## src/rtl/nibble_seq_alu.sv

```systemverilog
// nibble_seq_alu: 16-bit add/sub using one 4-bit slice, LS nibble first.
// Optional signed-overflow flag port OF enabled by macro OVF_FLAG_EN.
module nibble_seq_alu (
  input  logic        CLK,
  input  logic        RST,
  input  logic        START,
  input  logic        ADD_SUB,
  input  logic        C0,
  input  logic [15:0] A,
  input  logic [15:0] B,
  output logic [15:0] F,
  output logic        C16,
  output logic        CF,
  output logic        ZF,
  output logic        BUSY,
`ifdef OVF_FLAG_EN
  output logic        OF,
`endif
  output logic        DONE
);

  typedef enum logic [1:0] {
    S_IDLE = 2'd0,
    S_RUN  = 2'd1,
    S_DONE = 2'd2
  } state_e;

  state_e      state_q, state_d;
  logic [1:0]  ncnt_q, ncnt_d;
  logic [15:0] a_q, a_d;
  logic [15:0] b_q, b_d;
  logic        sub_q, sub_d;
  logic        cy_q, cy_d;
  logic [15:0] res_q, res_d;
  logic [15:0] f_q, f_d;
  logic        c16_q, c16_d;
  logic        cf_q, cf_d;
  logic        zf_q, zf_d;
`ifdef OVF_FLAG_EN
  logic        of_q, of_d;
`endif

  logic [3:0]  a_n;
  logic [3:0]  b_n;
  logic [4:0]  slice;
  logic [15:0] fin;

  // bit 4 of the slice is carry for add and borrow for subtract
  always_comb begin
    a_n = a_q[{ncnt_q, 2'b00} +: 4];
    b_n = b_q[{ncnt_q, 2'b00} +: 4];
    if (sub_q)
      slice = {1'b0, a_n} - {1'b0, b_n} - {4'b0000, cy_q};
    else
      slice = {1'b0, a_n} + {1'b0, b_n} + {4'b0000, cy_q};
    fin = {slice[3:0], res_q[11:0]};
  end

  always_comb begin
    state_d = state_q;
    ncnt_d  = ncnt_q;
    a_d     = a_q;
    b_d     = b_q;
    sub_d   = sub_q;
    cy_d    = cy_q;
    res_d   = res_q;
    f_d     = f_q;
    c16_d   = c16_q;
    cf_d    = cf_q;
    zf_d    = zf_q;
`ifdef OVF_FLAG_EN
    of_d    = of_q;
`endif
    unique case (state_q)
      S_IDLE: begin
        if (START) begin
          a_d     = A;
          b_d     = B;
          sub_d   = ADD_SUB;
          cy_d    = C0;
          ncnt_d  = 2'd0;
          state_d = S_RUN;
        end
      end
      S_RUN: begin
        res_d[{ncnt_q, 2'b00} +: 4] = slice[3:0];
        cy_d   = slice[4];
        ncnt_d = ncnt_q + 2'd1;
        if (ncnt_q == 2'd3) begin
          state_d = S_DONE;
          f_d     = fin;
          c16_d   = slice[4];
          cf_d    = slice[4] ^ sub_q;
          zf_d    = (fin == 16'h0000);
`ifdef OVF_FLAG_EN
          of_d = (a_q[15] == (b_q[15] ^ sub_q))
              && (fin[15] != a_q[15]);
`endif
        end
      end
      S_DONE: begin
        state_d = S_IDLE;
      end
      default: begin
        state_d = S_IDLE;
      end
    endcase
  end

  always_ff @(posedge CLK) begin
    if (RST) begin
      state_q <= S_IDLE;
      ncnt_q  <= 2'd0;
      a_q     <= 16'h0000;
      b_q     <= 16'h0000;
      sub_q   <= 1'b0;
      cy_q    <= 1'b0;
      res_q   <= 16'h0000;
      f_q     <= 16'h0000;
      c16_q   <= 1'b0;
      cf_q    <= 1'b0;
      zf_q    <= 1'b0;
`ifdef OVF_FLAG_EN
      of_q    <= 1'b0;
`endif
    end else begin
      state_q <= state_d;
      ncnt_q  <= ncnt_d;
      a_q     <= a_d;
      b_q     <= b_d;
      sub_q   <= sub_d;
      cy_q    <= cy_d;
      res_q   <= res_d;
      f_q     <= f_d;
      c16_q   <= c16_d;
      cf_q    <= cf_d;
      zf_q    <= zf_d;
`ifdef OVF_FLAG_EN
      of_q    <= of_d;
`endif
    end
  end

  assign F    = f_q;
  assign C16  = c16_q;
  assign CF   = cf_q;
  assign ZF   = zf_q;
  assign BUSY = (state_q == S_RUN);
  assign DONE = (state_q == S_DONE);
`ifdef OVF_FLAG_EN
  assign OF   = of_q;
`endif

endmodule

```

## config.mk

```make
export PLATFORM = sky130hd
export DESIGN_NAME = nibble_seq_alu
export DESIGN_NICKNAME = d
export VERILOG_FILES = /design/src/rtl/nibble_seq_alu.sv
export SDC_FILE = /design/constraint.sdc
export NUM_CORES = 1
export LEC_CHECK = 0
export CORE_ASPECT_RATIO = 1.75
export CORE_UTILIZATION = 48
export CTS_BUF_LIST = sky130_fd_sc_hd__clkbuf_2 sky130_fd_sc_hd__clkbuf_4 sky130_fd_sc_hd__clkbuf_8
export CTS_CLUSTER_SIZE = 30
export DETAILED_ROUTE_END_ITERATION = 6
export PLACE_DENSITY = 0.74
export SKIP_LAST_GASP = 1
export SLEW_MARGIN = 0
export SYNTH_ARGS = -nofsm -noshare
export SYNTH_HDL_FRONTEND = slang
export SYNTH_SLANG_ARGS = --single-unit
```

## constraint.sdc

```tcl
create_clock -name CLK -period 9.13 [get_ports CLK]
set_clock_uncertainty 0.1 [all_clocks]
set_input_delay 0.913 -clock CLK [delete_from_list [all_inputs] [get_ports CLK]]
set_output_delay 0.913 -clock CLK [all_outputs]
set_load 0.005 [all_outputs]
```

==> qor.yml <==
outcome:
  status: "finished, final reports clean"
floorplanning:
  coreArea_sq_um: 6230
  die-area_sq_um: 6860
  fp-row-count: 38
  io_pins: 58
  die_h_um: 109
  fp.dieW_um: 63.1
  initial_utilization: 0.503
critical_path:
  start_kind: "flip-flop"
  worst_r2r_endpoint: "ZF"
  slowest_delay_ns: 0.86
  slowest_stage: "dfxtp_1"
  reg2reg_depth: 8
  cp_max_fo: 16
  crit_type: "flip-flop to flip-flop"
  worst_path_most_repeated_cell: "fa_1"
  r2r_slack_ns: 5.73
  reg2reg_from: "ncnt_q[0]"
  arrival_ns: 3.54
  path_delay_family: "multiplexers"
  path_buf_inv: 1
  cp_data_required_time_ns: 9.27
  worstPathCellList: "mux4_2 -> fa_1 -> inv_1 -> fa_1 -> mux2i_1 -> nand3b_1 -> nor4_1 -> a21o_1"
  endpoint_kind: "flip-flop"
min_path:
  hold_path_depth: 2
  min_from: "F[11]"
  hp-class: "flip-flop to flip-flop"
  min_to: "F[11]"
global_route:
  grt_pass1_vias: 2459
  track_usage: 0.214
  antenna_found_initial: 0
  grt_max_degree: 74
  grt-ovfl-total: 0
  grt_pass1_wl_mm: 11.2
routing:
  avgRoutedWirePerCell_um: 13.2
  antenna_left: 0
  dr.pass1.iters: 4
  vias: 2563
  drt-total-wl_mm: 6.64
  drc: 0
  viasPerCell: 5.11
  drt_iter0_markers: 129
clocking:
  cts_root_buf: "clkbuf_8"
  path_clk_slew_ns: 0.08
  cts.sinks: 69
  post_cts_buffers: 0
  post_cts_resized: 0
  htree_levels: 3
  cts_hold_buf: 0
  cts_made_buffers: 9
  cts_tree: "built"
  cts_buffer_depth: 2
  insertion_delay_ns: 0.34
synth:
  yosys.area_share.xor_xnor: 0.0112
  ys_async_sr_fraction: 0
  avgSynthCellArea_sq_um: 8.49
  synth_mux_area_frac: 0.0655
  yosys.area_share.simple: 0.214
  yosys.area.top_type_share: 0.441
  ys_seq_area_frac: 0.441
  yosysMostFrequentCell: "nand2_1"
  ys.flop_type: "dfxtp_1"
  synth_area_sq_um: 3130
  netlist_top_cells_area: "dfxtp_1 (44%), nand2_1 (13%), a21oi_1 (8.5%), ha_1 (4.8%), mux4_2 (4.3%)"
  synth.net_count: 422
  synth_top_family_by_area: "simple AND/OR/NAND/NOR gates"
  synth_adder_area_share: 0.0735
  yosys-top-cells-count: "nand2_1 (111), dfxtp_1 (69), a21oi_1 (53), nor2_1 (19), inv_1 (15)"
  yosys.area.top_type: "dfxtp_1"
  synth_compound_area_frac: 0.142
  ys_types: 40
  syn_inst: 369
  ys.warnings.count: 0
  synth_edf_count: 0
  ys_seq_elements: 69
power:
  power_per_cell_area_nw_per_um2: 178
  p_leak_uw: 0.00146
  vdd_drop_max_mv: 0.124
timing:
  period_share: 0.373
  drv_slew: 0
  worst-slew-pin-transition_ns: 1.07
  slew-limit-headroom: 0.283
  rsz0062_at_grt: "false"
  final-setup-viol-count: 0
  tns_ns: 0
  max_freq_ghz: 0.294
  period_minus_slack_ns: 3.40
  final-hold-violation-count: 0
layout:
  antenna_cells: 0
  drive_above_1_share: 0.0758
  stdcell_area_sq_um: 3940
  seq_area_sq_um: 1380
  fillCellCount: 551
  multi_input_area_sq_um: 1590
  finish.utilization: 0.633
  fin_nets: 470
  syn_to_final_growth_pct: 25.9
placed_design:
  hpwlAfterDp_mm: 4.84
  gp_congestion: 0.818
  io_buffer_count: 57
  post_dp_cell_area_sq_um: 3710
job:
  maxCapViolations: 0
==> state kept, by name (all words and copies together) (netlist names) <==
| signal | flops |
|---|---|
| res_q | 12 |
| cy_q | 1 |
| CF | 1 |
| a_q | 16 |
| sub_q | 1 |
| state_q | 2 |
| ZF | 1 |
| b_q | 16 |
| F | 16 |
| C16 | 1 |
| ncnt_q | 2 |
==> cell type report <==
cell class / instances / area share
clock buffer: 10 / 0.0349
clock inverter: 6 / 0.0238
inverter: 15 / 0.0143
multi-input combinational: 262 / 0.402
sequential: 69 / 0.350
tap: 80 / 0.0254
timing repair buffer: 60 / 0.149
==> cell families after synthesis <==
family | count (synthesis)
AOI/OAI and AO/OA | 76
buffers and inverters | 38
and+or+nand+nor | 155
adders and majority gates | 16
muxes | 11
DFF | 69
xor gates and xnor gates | 4
==> worst max path at each step <==
stage | startpoint | end | slack, ns | cells after the start
global placement | ncnt_q[0] | res_q[7] | 5.79 | 8
global route | ncnt_q[0] | res_q[7] | 5.47 | 8
CTS | ncnt_q[0] | res_q[7] | 5.72 | 8
finish | ncnt_q[0] | ZF | 5.73 | 8
floorplan | ncnt_q[0] | ZF | 6.08 | 10
detailed placement | ncnt_q[0] | res_q[7] | 5.74 | 8
==> routing by layer <==
layer | track usage | part of all wire
met5 | 0 | 0
met4 | 0.113 | 0.017
met3 | 0.0492 | 0.033
met2 | 0.399 | 0.56
met1 | 0.216 | 0.39
==> cells in the final DEF (no fill, tap or decap), types with 4 or more instances in the layout <==
cell type and instances:
nand2_1 111, nand3b_1 6, inv_1 15, nor2_1 19
a22oi_1 10, mux4_2 6, fa_1 4, clkdlybuf4s50_1 56
clkbuf_8 10, a21oi_1 53, ha_1 12, nand2b_1 5
dfxtp_1 69, o21ai_0 4
==> worst reg2reg max path: stages, from the launching register on <==
cell,delay [ns]
dfxtp_1,0.86
mux4_2,0.65
fa_1,0.45
inv_1,0.09
fa_1,0.42
mux2i_1,0.32
nand3b_1,0.16
nor4_1,0.06
a21o_1,0.19
==> power breakdown <==
group | switching [uW] | internal (uW) | total (uW) | leakage, uW
clock | 120 | 164 | 283 | 0.000113
sequential | 9.75 | 312 | 322 | 0.000562
combinational | 52.0 | 46.4 | 98.4 | 0.000781
==> stage by stage <==
stage	setup slack (ns)	hold slack, ns	instances	total power, uW
floorplan	6.08	0.332	369	395
global placement	5.79	0.340	486	424
detailed placement	5.74	0.347	486	427
CTS	5.72	0.357	502	708
global route	5.47	0.373	502	735
finish	5.73	0.354	502	704
Power figures use the tool's default switching activity.
